===== config.mk =====
export PLATFORM = sky130hd
export DESIGN_NAME = systolic_arbiter
export DESIGN_NICKNAME = d
export VERILOG_FILES = /design/src/rtl/systolic_arbiter.sv
export SDC_FILE = /design/constraint.sdc
export NUM_CORES = 1
export LEC_CHECK = 0
export CORE_AREA = 2 2 99 101
export DETAILED_ROUTE_END_ITERATION = 16
export DIE_AREA = 0 0 101 103
export DONT_BUFFER_PORTS = 1
export HOLD_SLACK_MARGIN = 0.15
export SLEW_MARGIN = 20
export SYNTH_ARGS = -nofsm -noshare
export SYNTH_HDL_FRONTEND = slang
export SYNTH_SLANG_ARGS = --single-unit

===== constraint.sdc =====
create_clock -name clk -period 4.4 [get_ports clk]
set_input_delay 0.66 -clock clk [delete_from_list [all_inputs] [get_ports clk]]
set_output_delay 0.66 -clock clk [all_outputs]
set_load 0.02 [all_outputs]

===== src/rtl/systolic_arbiter.sv =====
// Round-robin front end for a shared systolic matrix-multiply core: holds the
// winning operands until the core accepts them and steers results to their owner.
module systolic_arbiter #(
   parameter int NREQ      = 4,
   parameter int ROWS      = 2,
   parameter int COLS      = 2,
   parameter int WIDTH     = 4,
   parameter int ACC_WIDTH = 9,
   parameter int MAX_OUT   = 4
) (
   input  logic                            clk,
   input  logic                            rst,
   input  logic [NREQ-1:0]                 req_valid,
   output logic [NREQ-1:0]                 req_ready,
   input  logic [NREQ*ROWS*ROWS*WIDTH-1:0] req_a,
   input  logic [NREQ*ROWS*COLS*WIDTH-1:0] req_b,
   output logic [ROWS*ROWS*WIDTH-1:0]      core_a,
   output logic [ROWS*COLS*WIDTH-1:0]      core_b,
   output logic                            core_in_valid,
   input  logic                            core_in_ready,
   input  logic [ROWS*COLS*ACC_WIDTH-1:0]  core_c,
   input  logic                            core_out_valid,
   output logic [ROWS*COLS*ACC_WIDTH-1:0]  rsp_c,
   output logic [NREQ-1:0]                 rsp_valid,
   output logic                            busy,
   output logic                            err_orphan
);

   localparam int AW  = ROWS*ROWS*WIDTH;
   localparam int BW  = ROWS*COLS*WIDTH;
   localparam int IDW = (NREQ > 1) ? $clog2(NREQ) : 1;
   localparam int PW  = (MAX_OUT > 1) ? $clog2(MAX_OUT) : 1;
   localparam int CW  = $clog2(MAX_OUT) + 1;
   localparam logic [CW-1:0]  MAX_CNT = CW'(MAX_OUT);
   localparam logic [IDW:0]   NREQ_W  = (IDW+1)'(NREQ);
   localparam logic [IDW-1:0] LAST_ID = IDW'(NREQ-1);

   typedef enum logic {IDLE, ISSUE} state_t;

   state_t           state, state_nxt;
   logic [IDW-1:0]   rr_ptr, hold_id, grant;
   logic             any_valid, grant_ok, handshake, push, pop;
   logic [IDW:0]     sum;
   logic [PW-1:0]    wptr, rptr;
   logic [CW-1:0]    count;
   logic [IDW-1:0]   tag_mem [MAX_OUT];
   logic [IDW-1:0]   tag_head;

   function automatic logic [NREQ-1:0] id_onehot(input logic [IDW-1:0] id);
      id_onehot     = '0;
      id_onehot[id] = 1'b1;
   endfunction

   // Highest k iterates first so the lowest rotated index wins.
   always_comb begin
      grant     = '0;
      any_valid = 1'b0;
      sum       = '0;
      for (int k = NREQ-1; k >= 0; k--) begin
         sum = {1'b0, rr_ptr} + k[IDW:0];
         if (sum >= NREQ_W) sum = sum - NREQ_W;
         if (req_valid[sum[IDW-1:0]]) begin
            grant     = sum[IDW-1:0];
            any_valid = 1'b1;
         end
      end
   end

   assign grant_ok  = any_valid && (count < MAX_CNT);
   assign handshake = |(req_valid & req_ready);
   assign push      = (state == ISSUE) && core_in_ready;
   assign pop       = core_out_valid && (count != '0);
   assign tag_head  = tag_mem[rptr];

   always_ff @(posedge clk or posedge rst) begin
      if (rst) state <= IDLE;
      else     state <= state_nxt;
   end

   always_comb begin
      state_nxt = state;
      case (state)
         IDLE:    if (handshake)     state_nxt = ISSUE;
         ISSUE:   if (core_in_ready) state_nxt = IDLE;
         default:                    state_nxt = IDLE;
      endcase
   end

   always_comb begin
      req_ready     = '0;
      core_in_valid = 1'b0;
      if ((state == IDLE) && grant_ok && !rst) req_ready = id_onehot(grant);
      if (state == ISSUE) core_in_valid = 1'b1;
      busy = (state == ISSUE) || (count != '0);
   end

   // Operand hold stage: captured on grant, stable until the core accepts.
   always_ff @(posedge clk or posedge rst) begin
      if (rst) begin
         core_a  <= '0;
         core_b  <= '0;
         hold_id <= '0;
         rr_ptr  <= '0;
      end else begin
         if (handshake) begin
            core_a  <= req_a[grant*AW +: AW];
            core_b  <= req_b[grant*BW +: BW];
            hold_id <= grant;
         end
         if (push) rr_ptr <= (hold_id == LAST_ID) ? '0 : hold_id + 1'b1;
      end
   end

   always_ff @(posedge clk) begin
      if (push) tag_mem[wptr] <= hold_id;
   end

   always_ff @(posedge clk or posedge rst) begin
      if (rst) begin
         wptr  <= '0;
         rptr  <= '0;
         count <= '0;
      end else begin
         if (push) wptr <= wptr + 1'b1;
         if (pop)  rptr <= rptr + 1'b1;
         case ({push, pop})
            2'b10:   count <= count + 1'b1;
            2'b01:   count <= count - 1'b1;
            default: count <= count;
         endcase
      end
   end

   // Response stage: one cycle after the core strobe.
   always_ff @(posedge clk or posedge rst) begin
      if (rst) begin
         rsp_c      <= '0;
         rsp_valid  <= '0;
         err_orphan <= 1'b0;
      end else begin
         rsp_valid <= '0;
         if (pop) begin
            rsp_c     <= core_c;
            rsp_valid <= id_onehot(tag_head);
         end
         if (core_out_valid && (count == '0)) err_orphan <= 1'b1;
      end
   end

endmodule


== After elaboration in Yosys (flattened, before gate mapping) ==
Memories as Yosys holds them, arrays and structs flattened.
Cells that the tools add are included.
Storage, ports and cells
  register bits: 85
  output and inout port bits: 79
  bits in read-only memories: 0
  RAM bits: 8
  word-level logic and storage cells: 92
  memories: 1
  latch bits: 0
Operators by class
  divide/modulo/power cells: 0
  shift-type cells: 2
  equality and inequality tests: 3
  reduce and logical (&&, ||, !) cells: 14
  magnitude comparators: 13
  bitwise logic cells: 2
  multipliers: 0
  add/subtract/negate cells: 12
  multiplexer cells: 34
Memory list
  tag_mem: words 4, width 2, rd ports 1, clocked after memory_dff 0, wr ports 1, RTL line 46  | logic [IDW-1:0] tag_mem [MAX_OUT];
Operator list (count)
  $shiftx 64x7->16: 2
  $lt 2x3->1 const B: 6
  $mux 2: 9
  $mux 1: 15
  $ge 3x3->1 const B: 3
  $bmux 1 s2: 4
  $logic_and 1x1->1: 8
  $mux 4: 2
  $sub 2x1->2 const B: 4
  $add 2x1->2 const B: 3
  $add 2x2->3 const B: 2
  $pmux 3 s2: 1
  $and 4x4->4: 1
  $demux 1 s2: 2
  $eq 2x2->1 const B: 2
  $ge 2x1->1 const B: 2
  $reduce_or 4->1: 1
  $add 2x1->3 const B: 1
  $add 3x1->3 const B: 1
  $ge 2x3->1 const B: 1
  $logic_not 3->1: 1
  $lt 3x3->1 const B: 1
  $reduce_bool 3->1: 1
  $sub 3x1->3 const B: 1
  other kinds (6): 6

== Logic depth before layout (Yosys ltp) ==
Gate-level depths: netlist of run 1.
  word-level depth: 18
  gate-level depth with buffers: 10

== Least setup slack after synthesis of run 1 ==
No wires, ideal clock.
  path type: input port to output port
  from: in req_valid[1]
  to: out req_ready[1]
  buffers on the path: 1
  path slack: 2.033 ns
  stages: 5
  data required time: 3.740 ns
  arrival: 1.707 ns
  cells stage by stage: or3_1 > nor2_1 > nor4_4 > clkbuf_1 > and2_1
Between the ends
  cells in the longest elaborated chain, start to end: 11
  elaborated cells between the ends (all ways): 25
RTL lines
  from (decl): RTL line 13  | input logic [NREQ-1:0] req_valid,
  $bmux 1 s2: RTL line 62  | if (req_valid[sum[IDW-1:0]]) begin
  $mux 1 (implied by the code): RTL line 62
  $mux 2 (4 in series): RTL line 62
  $lt 2x3->1 (implied by the code) / $ge 2x1->1 (equally long branches): RTL line 51  | id_onehot[id] = 1'b1;
  $logic_and 1x1->1 (implied by the code): RTL line 51
  $mux 1 (implied by the code): RTL line 51
  $demux 1 s2: RTL line 51
  $mux 4 *: RTL line 92  | if ((state == IDLE) && grant_ok && !rst) req_ready = id_onehot(grant);
  to (decl): RTL line 14  | output logic [NREQ-1:0] req_ready,
Every way passes the cells marked *; elsewhere a longest branch is shown, timed or not. The select of a mux whose other input is x is not followed.

== Worst setup path after layout of run 1 ==
  from: reg state
  to: out req_ready[2]
Between the ends
  cells in the longest elaborated chain, start to end: 4
RTL lines
  from (decl): RTL line 40  | state_t state, state_nxt;
  from (signal assigned): RTL line 77  | else state <= state_nxt;
  $not 1->1
  $logic_and 1x1->1 (2 in series): RTL line 92
  $mux 4: RTL line 92
Every way passes these cells.

==> results of run 1 <==
==> stage by stage <==
stage / cells / instance area (µm²)
3_5_place_dp: 527 / 4300
6_report: 543 / 4520
3_3_place_gp: 527 / 4300
2_1_floorplan: 436 / 4260
5_1_grt: 543 / 4520
4_1_cts: 543 / 4520
==> where the power goes <==
group | internal, mW | switching, mW
clock network | 0.326 | 0.309
logic | 0.390 | 0.545
registers | 1.21 | 0.643
total | 1.93 | 1.50
==> routing by layer <==
metal / GRT usage (%) / vias to the layer above
met3: 6.71 / 18
met1: 25.1 / 1570
li1: - / 1507
met2: 32.3 / 212
met5: 0 / -
met4: 6.34 / 0
==> flip-flops by register name, summed over array words and instances (netlist names) <==
name        cells
hold_id         2
core_a         16
wptr            2
rptr            2
rsp_c          36
core_b         16
err_orphan      1
rsp_valid       4
rr_ptr          2
tag_mem         8
state           1
count           3
==> layout make-up <==
cell class              instances  share of cell area (%)
repair buffers                  8                    1.33
multi-input cells             303                    37.5
well taps                     114                    3.16
clock inverters                 6                    2.02
clock buffers                  10                    2.82
inverters                       9                   0.775
flip-flops and latches         93                    52.4
==> final timing paths <==
kind                                 startpoint               endpoint  slack, ns  depth (start not counted)
min                                         rst        state$_DFF_PP0_       0.34                          1
min reg2reg                count[0]$_DFFE_PP0P_   count[0]$_DFFE_PP0P_       0.52                          1
max in group asynchronous                   rst  rsp_c[22]$_DFFE_PP0P_       3.11                          2
min in group clk                     core_c[10]  rsp_c[10]$_DFFE_PP0P_       0.40                          2
max reg2reg                     state$_DFF_PP0_   count[2]$_DFFE_PP0P_       2.38                          7
max                             state$_DFF_PP0_           req_ready[2]       1.57                          3
==> layout by cell type (no fill, tap or decap), drive strengths merged, types with 2 or more instances in the layout <==
master / netlist / routed
mux2i: 2 / 2
xor2: 2 / 2
inv: 9 / 11
clkinv: 0 / 2
nand2: 146 / 146
a21oi: 4 / 4
a31oi: 32 / 32
o21ai: 2 / 2
buf: 21 / 8
dfrtp: 85 / 85
mux2: 3 / 3
and2: 4 / 4
mux4: 2 / 2
a222oi: 32 / 32
and3: 5 / 5
nand2b: 2 / 2
clkbuf: 10 / 10
bufinv: 0 / 2
xnor2: 4 / 4
nand3: 2 / 2
edfxtp: 8 / 8
nor3: 3 / 3
nor2: 40 / 40
ha: 6 / 6
==> cells by family after synthesis <==
family	share of synthesized area (%)
AND/OR/NAND/NOR	19.4
flip-flops	55.6
AO/OA/AOI/OAI	14.5
buffers and inverters	4.64
multiplexers	2.32
adder cells (fa/ha/maj)	2.23
XOR/XNOR	1.23
==> out/metrics.cfg, run 1 <==
[floorplanning]
die_h_um=103
rows=36
dieWidth_um=101
io-pin-count=251
die_area_um2=10400
coreArea_um2=9460
initial_utilization_pct=45.0

[detailed_routing]
wirelength_met1_mm=4.09
wl_per_cell_um=20.3
wl_met3_mm=1.22
drt_pass1_iterations=9
drcViolationCount=0
wl_met2_mm=5.48
antenna_left=0
topRoutingLayerUsed=met4
routed_wl_mm=11.0
via_count=3307
drtIter0Drc=308
vias_per_cell=6.09

[setup_path]
worstPathArrival_ns=2.17
max_stage_delay_ns=0.55
worst_setup_path_end_kind=primary output
critical_path.slowest_cell=buf_4
cp_top_family=simple AND/OR/NAND/NOR gates
path_cells=nor4_4 > buf_4 > and2_1
critPathBufInv=1
critPathMaxFanout=72
required_ns=3.74
start_kind=register
path_class=register to primary output

[grt]
first_global_vias=2927
antenna_found_initial=0
grt_usage_pct=19.8
grt_overflow=0
grt_first_pass_wirelength_mm=15.6
grt_max_degree=73

[final_layout]
regArea_um2=2370
multi_input_area_um2=1690
final_util_pct=47.8
final_nets=603
fill_cells=891
drive_gt1_share_pct=7.46
syn_to_final_growth_pct=6.08
n_antenna_cell=0

[synth]
yosys_register_bits=93
synth.distinct_cells=37
synth_area_um2=4260
synth-edff-count=8
syn_nets=615
synth_warnings=0
synth_common_cells=nand2_1 (146), dfrtp_1 (85), nor2_1 (40)
synth_area_leaders=dfrtp_1 (50%), nand2_1 (13%), a222oi_1 (7.5%), edfxtp_1 (5.6%), a31oi_1 (4.7%)
synth_top_area_share_pct=49.9
yosysSeqAreaShare_pct=55.6
synth_flop_cell=dfrtp_1
synthCells=436
yosysMostFrequentCell=nand2_1
synth_top_area_cell=dfrtp_1
async_flop_share_pct=91.4
avgSynthCellArea_um2=9.77

[run]
drv_cap=0

[timing]
whs_ns=0.339
period_needed_ns=2.83
tightest_slew_ns=0.888
period_share_pct=64.4
slew_viol_final=0
setup_viol=0
rsz0062_at_grt=false
final.setup_skew_ns=0.0132
finalHoldViolCount=0
relSlewSlack_pct=40.7
setup_ws_ns=1.57
max_clock_freq_mhz=353
setup_tns_ns=0

[outcome]
status=finished clean

[cts]
cts_sinks=93
clk_path_buf_depth=2
cts_tree=yes
h-tree-depth=3
cts_resized=0
hold_buffers=0
post-cts-setup-buffer-count=0
root_buffer=clkbuf_8
path_clk_slew_ns=0.10
cts_buffers=9
insertion_delay_ns=0.36

[placement]
dpl.hpwl_mm=8.11
gp_congestion=0.783
io_buffers=0
pre_cts_ws_ns=1.74

[power]
power_density_nw_per_um2=759
p_total_mw=3.43
peakVddDrop_mv=0.331
p_leak_nw=2.01

[worst_hold_path]
holdCritPathClass=input port to asynchronous set/reset pin

Note: power is estimated with default switching activity, not from simulation.
==> run 2, diff against run 1 <==
Settings changed: ABC_AREA set to 1, CORE_AREA 2 2 99 101 to 2 2 106 108, DIE_AREA 0 0 101 103 to 0 0 108 110, PLACE_DENSITY set to 0.67.
Clock period 4.4 ns to 2.6 ns, I/O delays scaled along.
==> out/metrics.cfg, run 2 <==
[cts]
insertion_delay_ns=0.36  ; about the same
root_buffer=clkbuf_8  ; unchanged
cts_sinks=93  ; unchanged
cts_buffers=9  ; unchanged
clk_path_buf_depth=2  ; unchanged
h-tree-depth=3  ; unchanged
cts_tree=yes  ; unchanged
path_clk_slew_ns=0.10  ; about the same

[outcome]
status=finished clean  ; unchanged

[final_layout]
final_nets=959  ; was 603
n_antenna_cell=0  ; unchanged
final_cell_mix=nand2_1 (451), dfrtp_1 (84), nand3_1 (72)  ; was nand2_1 (146), dfrtp_1 (85), nor2_1 (40)
largest_reg_flops=36  ; unchanged
syn_to_final_growth_pct=13.7  ; was 6.08%
drive_gt1_share_pct=9.68  ; was 7.46%
mostFrequentLayoutCell=nand2_1  ; unchanged
top_regs=rsp_c: 36 flops, core_a: 16 flops, core_b: 16 flops  ; unchanged
regMostFlops=rsp_c  ; unchanged

[setup_path]
worst_setup_path_end_kind=primary output  ; unchanged
worstPathArrival_ns=2.14  ; was 2.17 ns
critPathMaxFanout=8  ; was 72
path_class=register to primary output  ; unchanged
required_ns=2.21  ; was 3.74 ns
start_kind=register  ; unchanged

[detailed_routing]
vias_per_cell=5.20  ; was 6.09
drcViolationCount=0  ; unchanged
via_count=4806  ; was 3307
wl_per_cell_um=15.6  ; was 20.3 µm
antenna_left=0  ; unchanged
drt_pass1_iterations=6  ; was 9
routed_wl_mm=14.5  ; was 11.0 mm
drtIter0Drc=292  ; was 308

[synth]
synth_top_area_share_pct=40.4  ; was 49.9%
synth_area_um2=5270  ; was 4260 µm²
synth_top_area_cell=dfrtp_1  ; unchanged
yosys_register_bits=93  ; unchanged
synth-edff-count=8  ; unchanged
synth_common_cells=nand2_1 (451), dfrtp_1 (85), nand3_1 (72)  ; was nand2_1 (146), dfrtp_1 (85), nor2_1 (40)
async_flop_share_pct=91.4  ; unchanged
synth_flop_cell=dfrtp_1  ; unchanged
synth.distinct_cells=29  ; was 37
synth_warnings=0  ; unchanged
synthCells=753  ; was 436
avgSynthCellArea_um2=7.00  ; was 9.77 µm²
synth_area_leaders=dfrtp_1 (40%), nand2_1 (32%), nand3_1 (6.8%), edfxtp_1 (4.6%), buf_4 (1.7%)  ; was dfrtp_1 (50%), nand2_1 (13%), a222oi_1 (7.5%), edfxtp_1 (5.6%), a31oi_1 (4.7%)
syn_nets=932  ; was 615
yosysMostFrequentCell=nand2_1  ; unchanged
yosysSeqAreaShare_pct=44.9  ; was 55.6%

[grt]
grt_usage_pct=23.3  ; was 19.8%
grt_first_pass_wirelength_mm=21.7  ; was 15.6 mm
grt_overflow=0  ; unchanged
first_global_vias=4435  ; was 2927
grt_max_degree=65  ; was 73
antenna_found_initial=1  ; was 0

[run]
drv_cap=0  ; unchanged

[placement]
io_buffers=0  ; unchanged
dpl.hpwl_mm=10.2  ; was 8.11 mm
gp_congestion=0.831  ; was 0.783

[timing]
rsz0062_at_grt=true  ; was false
tightest_slew_ns=0.679  ; was 0.888 ns
period_needed_ns=2.53
setup_tns_ns=0  ; unchanged
final.setup_skew_ns=0.00755  ; was 0.0132 ns
whs_ns=0.164  ; was 0.339 ns
finalHoldViolCount=0  ; unchanged
relSlewSlack_pct=54.7  ; was 40.7%
slew_viol_final=0  ; unchanged
setup_viol=0  ; unchanged
period_share_pct=97.4
max_clock_freq_mhz=395

[power]
p_total_mw=8.59  ; was 3.43 mW
power_density_nw_per_um2=1430  ; was 759 nW/µm²
peakVddDrop_mv=0.592  ; was 0.331 mV
p_leak_nw=3.33  ; was 2.01 nW

[floorplanning]
initial_utilization_pct=49.3  ; was 45.0%
dieWidth_um=108  ; was 101 µm
coreArea_um2=10700  ; was 9460 µm²
rows=38  ; was 36
die_area_um2=11900  ; was 10400 µm²
die_h_um=110  ; was 103 µm
io-pin-count=251  ; unchanged

[worst_hold_path]
holdCritPathClass=input port to register  ; was input port to asynchronous set/reset pin

-- run 2: cell count changes in the layout (fill, tap and decap cells not counted), moves of 14 or more --
cell	before	now
nand2_1	146	451
inv_1	7	23
buf_4	8	22
nand3_1	2	72
a222oi_1	32	0
a31oi_1	32	0
nor2_1	40	12
dlygate4sd3_1	0	31
-- run 2: repair_timing --
| item | 4_1_cts | 5_1_grt |
|---|---|---|
| hold endpoints to repair | 58 | 1 |
| endpoints found under the setup margin | 4 | 4 |
| setup buffers | 3 | 7 |
| pin swaps | 1 | 3 |
| hold buffers | 30 | 1 |
| resized for setup | 2 | 12 |
| gates cloned | 0 | 1 |
-- run 2: where the power goes --
| part | switching, mW | internal, mW | total [mW] |
|---|---|---|---|
| Sequential | 1.01 | 2.03 | 3.04 |
| Clock | 0.555 | 0.393 | 0.948 |
| Combinational | 3.00 | 1.60 | 4.60 |
| Total | 4.56 | 4.02 | 8.59 |
-- run 2: path summary, 6_finish.rpt --
| path | startpoint | endpoint | slack, ns | cells after the start |
|---|---|---|---|---|
| min reg2reg | rptr[1]$_DFFE_PP0P_ | rptr[1]$_DFFE_PP0P_ | 0.50 | 1 |
| min in group asynchronous | rst | rr_ptr[0]$_DFFE_PP0P_ | 0.66 | 3 |
| min | core_c[7] | rsp_c[7]$_DFFE_PP0P_ | 0.16 | 2 |
| max | rr_ptr[0]$_DFFE_PP0P_ | req_ready[3] | 0.07 | 10 |
| max reg2reg | rr_ptr[0]$_DFFE_PP0P_ | core_a[12]$_DFFE_PP0P_ | 0.26 | 13 |
| max in group asynchronous | rst | count[1]$_DFFE_PP0P_ | 0.93 | 4 |
-- run 2: metal layers --
layer | part of all wire, % | vias to the layer above | global-route usage, %
met5 | 0.090 | - | 0
li1 | - | 2373 | -
met3 | 9.2 | 32 | 7.58
met2 | 49 | 212 | 40.2
met1 | 39 | 2187 | 27.6
met4 | 2.2 | 2 | 7.60
-- run 2: stage by stage --
stage	setup WS [ns]	util [%]	instances	cell area, µm²
2_1_floorplan	-0.127	-	753	5300
3_3_place_gp	0.247	49.8	867	5330
3_5_place_dp	0.0991	49.8	867	5330
4_1_cts	-0.0186	54.7	916	5850
5_1_grt	-0.0162	56.0	925	5990
6_report	0.0688	56.0	925	5990
-- run 2: cells by family after synthesis --
group / synth area share [%]
AO/OA/AOI/OAI: 1.73
AND/OR/NAND/NOR: 43.5
buffers and inverters: 7.39
adder cells (fa/ha/maj): 1.80
flip-flops: 44.9
XOR/XNOR: 0.665
-- run 2: final cells by class --
cell class                      count  area [µm²]
Fill cell                        1009        4700
Multi-Input combinational cell    588        2580
Sequential cell                    93        2370
Timing Repair Buffer               58         563
Tap cell                          140         175
Clock buffer                       10         138
Inverter                           30         116
Clock inverter                      6        55.1
-- run 2: worst max-delay path: stages (launching register included) --
cell	delay [ns]
dfrtp_2	0.46
buf_4	0.17
o21ai_4	0.18
nand2_2	0.11
nand2_1	0.08
nor2_1	0.05
nand4_1	0.08
nand4_1	0.16
buf_12	0.20
nor3_4	0.13
buf_4	0.17
==> run 3, diff against run 2 <==
Settings changed: CORE_AREA 2 2 106 108 to 2 2 112 114, DIE_AREA 0 0 108 110 to 0 0 114 116, PLACE_DENSITY 0.67 to not set.
==> out/metrics.cfg, run 3 (synthesized netlist as in run 2, its figures left out) <==
[final_layout]
drive_gt1_share_pct=9.47  ; was 9.68%
fill_cells=1198  ; was 1009
instances_no_fill=907  ; was 925
final_cell_mix=nand2_1 (450), dfrtp_1 (85), nand3_1 (70)  ; was nand2_1 (451), dfrtp_1 (84), nand3_1 (72)
mostFrequentLayoutCell=nand2_1  ; unchanged
top_regs=rsp_c: 36 flops, core_a: 16 flops, core_b: 16 flops  ; unchanged
syn_to_final_growth_pct=10.9  ; was 13.7%
regMostFlops=rsp_c  ; unchanged
largest_reg_flops=36  ; unchanged
n_antenna_cell=0  ; unchanged
final_nets=934  ; was 959

[outcome]
status=finished clean  ; unchanged

[cts]
path_clk_slew_ns=0.06  ; was 0.10 ns
root_buffer=clkbuf_16  ; was clkbuf_8
clk_path_buf_depth=2  ; unchanged
cts_buffers=9  ; unchanged
h-tree-depth=3  ; unchanged
cts_sinks=93  ; unchanged
cts_tree=yes  ; unchanged
insertion_delay_ns=0.34  ; was 0.36 ns

[timing]
max_clock_freq_mhz=395  ; about the same
relSlewSlack_pct=56.1  ; was 54.7%
tightest_slew_ns=0.659  ; was 0.679 ns
setup_viol=0  ; unchanged
slew_viol_final=0  ; unchanged
period_needed_ns=2.53  ; about the same
finalHoldViolCount=0  ; unchanged
setup_ws_ns=0.0678  ; was 0.0688 ns
final.setup_skew_ns=0.00682  ; was 0.00755 ns
period_share_pct=97.4  ; about the same

[detailed_routing]
routed_wl_mm=14.0  ; was 14.5 mm
drcViolationCount=0  ; unchanged
wl_per_cell_um=15.4  ; was 15.6 µm
drt_pass1_iterations=5  ; was 6
via_count=4595  ; was 4806
drtIter0Drc=190  ; was 292
vias_per_cell=5.07  ; was 5.20
antenna_left=0  ; unchanged

[floorplanning]
coreArea_um2=11900  ; was 10700 µm²
die_area_um2=13200  ; was 11900 µm²
io-pin-count=251  ; unchanged
initial_utilization_pct=44.2  ; was 49.3%
rows=40  ; was 38
dieWidth_um=114  ; was 108 µm
die_h_um=116  ; was 110 µm

[power]
p_total_mw=8.77  ; was 8.59 mW
power_density_nw_per_um2=1500  ; was 1430 nW/µm²
p_leak_nw=3.26  ; was 3.33 nW
peakVddDrop_mv=0.480  ; was 0.592 mV

[setup_path]
worst_setup_path_end_kind=primary output  ; unchanged
required_ns=2.21  ; about the same
path_class=register to primary output  ; unchanged
start_kind=register  ; unchanged
worstPathArrival_ns=2.14  ; about the same
critPathMaxFanout=14  ; was 8

[grt]
grt_max_degree=65  ; unchanged
grt_first_pass_wirelength_mm=21.5  ; was 21.7 mm
antenna_found_initial=0  ; was 1
grt_usage_pct=21.0  ; was 23.3%
grt_overflow=0  ; unchanged
first_global_vias=4310  ; was 4435

[run]
drv_cap=0  ; unchanged

[placement]
pre_cts_ws_ns=0.324  ; was 0.0991 ns
io_buffers=0  ; unchanged
dp.cells=876  ; was 867
gp_congestion=0.911  ; was 0.831
dpl.hpwl_mm=10.1  ; was 10.2 mm

[worst_hold_path]
holdCritPathClass=input port to register  ; unchanged

==> run 3: cell types whose count changed in the layout (fill, tap and decap cells not counted), sizes merged <==
cell | before | now
buf | 26 | 22
bufinv | 0 | 1
clkinv | 1 | 2
clkinvlp | 3 | 2
dlygate4sd3 | 31 | 11
inv | 32 | 30
==> run 3: worst max-delay path: stages, from the launching register on <==
cell     delay, ns
dfrtp_1       0.42
buf_6         0.16
nand2_1       0.10
nand3_1       0.13
nand2_2       0.10
nand3_2       0.09
nand2_2       0.09
nand2_4       0.07
nand2_8       0.13
inv_2         0.08
nor3_2        0.23
buf_4         0.19
==> run 3: stage by stage <==
step / cell area, µm² / hold slack (ns) / TNS (ns) / utilization (%)
global route: 5850 / 0.153 / -0.0147 / 49.1
global placement: 5350 / 0.447 / 0 / 44.9
finish: 5850 / 0.166 / 0 / 49.1
floorplan: 5300 / 0.464 / -1.01 / -
CTS: 5790 / 0.150 / 0 / 48.6
detailed placement: 5350 / 0.445 / 0 / 44.9
==> run 3: final cells by class <==
cell class / instances / area [µm²] / share of cell area [%]
Clock buffer: 11 / 243 / 4.15
Clock inverter: 5 / 60.1 / 1.03
Inverter: 30 / 119 / 2.03
Multi-Input combinational cell: 588 / 2580 / 44.1
Sequential cell: 93 / 2370 / 40.5
Tap cell: 147 / 184 / 3.15
Timing Repair Buffer: 33 / 295 / 5.05
==> run 3: what timing repair did <==
| action | in CTS | in global routing |
|---|---|---|
| setup endpoints to repair | 3 | 4 |
| pin swaps | 1 | 2 |
| endpoints found under the hold margin | 43 | 0 |
| buffers inserted | 2 | 2 |
| hold buffers | 11 | 0 |
| gates resized for setup | 2 | 8 |
==> run 3: worst paths after layout <==
path	startpoint	endpoint	slack (ns)	cells after the start
max reg2reg	rr_ptr[0]$_DFFE_PP0P_	core_a[11]$_DFFE_PP0P_	0.33	13
min reg2reg	rptr[1]$_DFFE_PP0P_	rptr[1]$_DFFE_PP0P_	0.50	1
max	rr_ptr[0]$_DFFE_PP0P_	req_ready[3]	0.07	11
min in group asynchronous	rst	core_a[12]$_DFFE_PP0P_	0.70	3
max in group asynchronous	rst	wptr[0]$_DFFE_PP0P_	0.88	4
min	core_c[33]	rsp_c[33]$_DFFE_PP0P_	0.17	2
==> run 3: report_power, final <==
group	total, mW	switching, mW	internal (mW)
registers	3.06	1.02	2.03
logic	4.38	2.92	1.45
clock network	1.33	0.557	0.775
total	8.77	4.50	4.26
==> run 3: per-layer routing <==
layer  vias up  part of all wire, %  track usage (%)
met3        21                  8.9             5.86
met2       190                   48             34.8
met5         -                    0                0
met4         0                  2.2             9.59
met1      2061                   41             25.5
li1       2323                    -                -
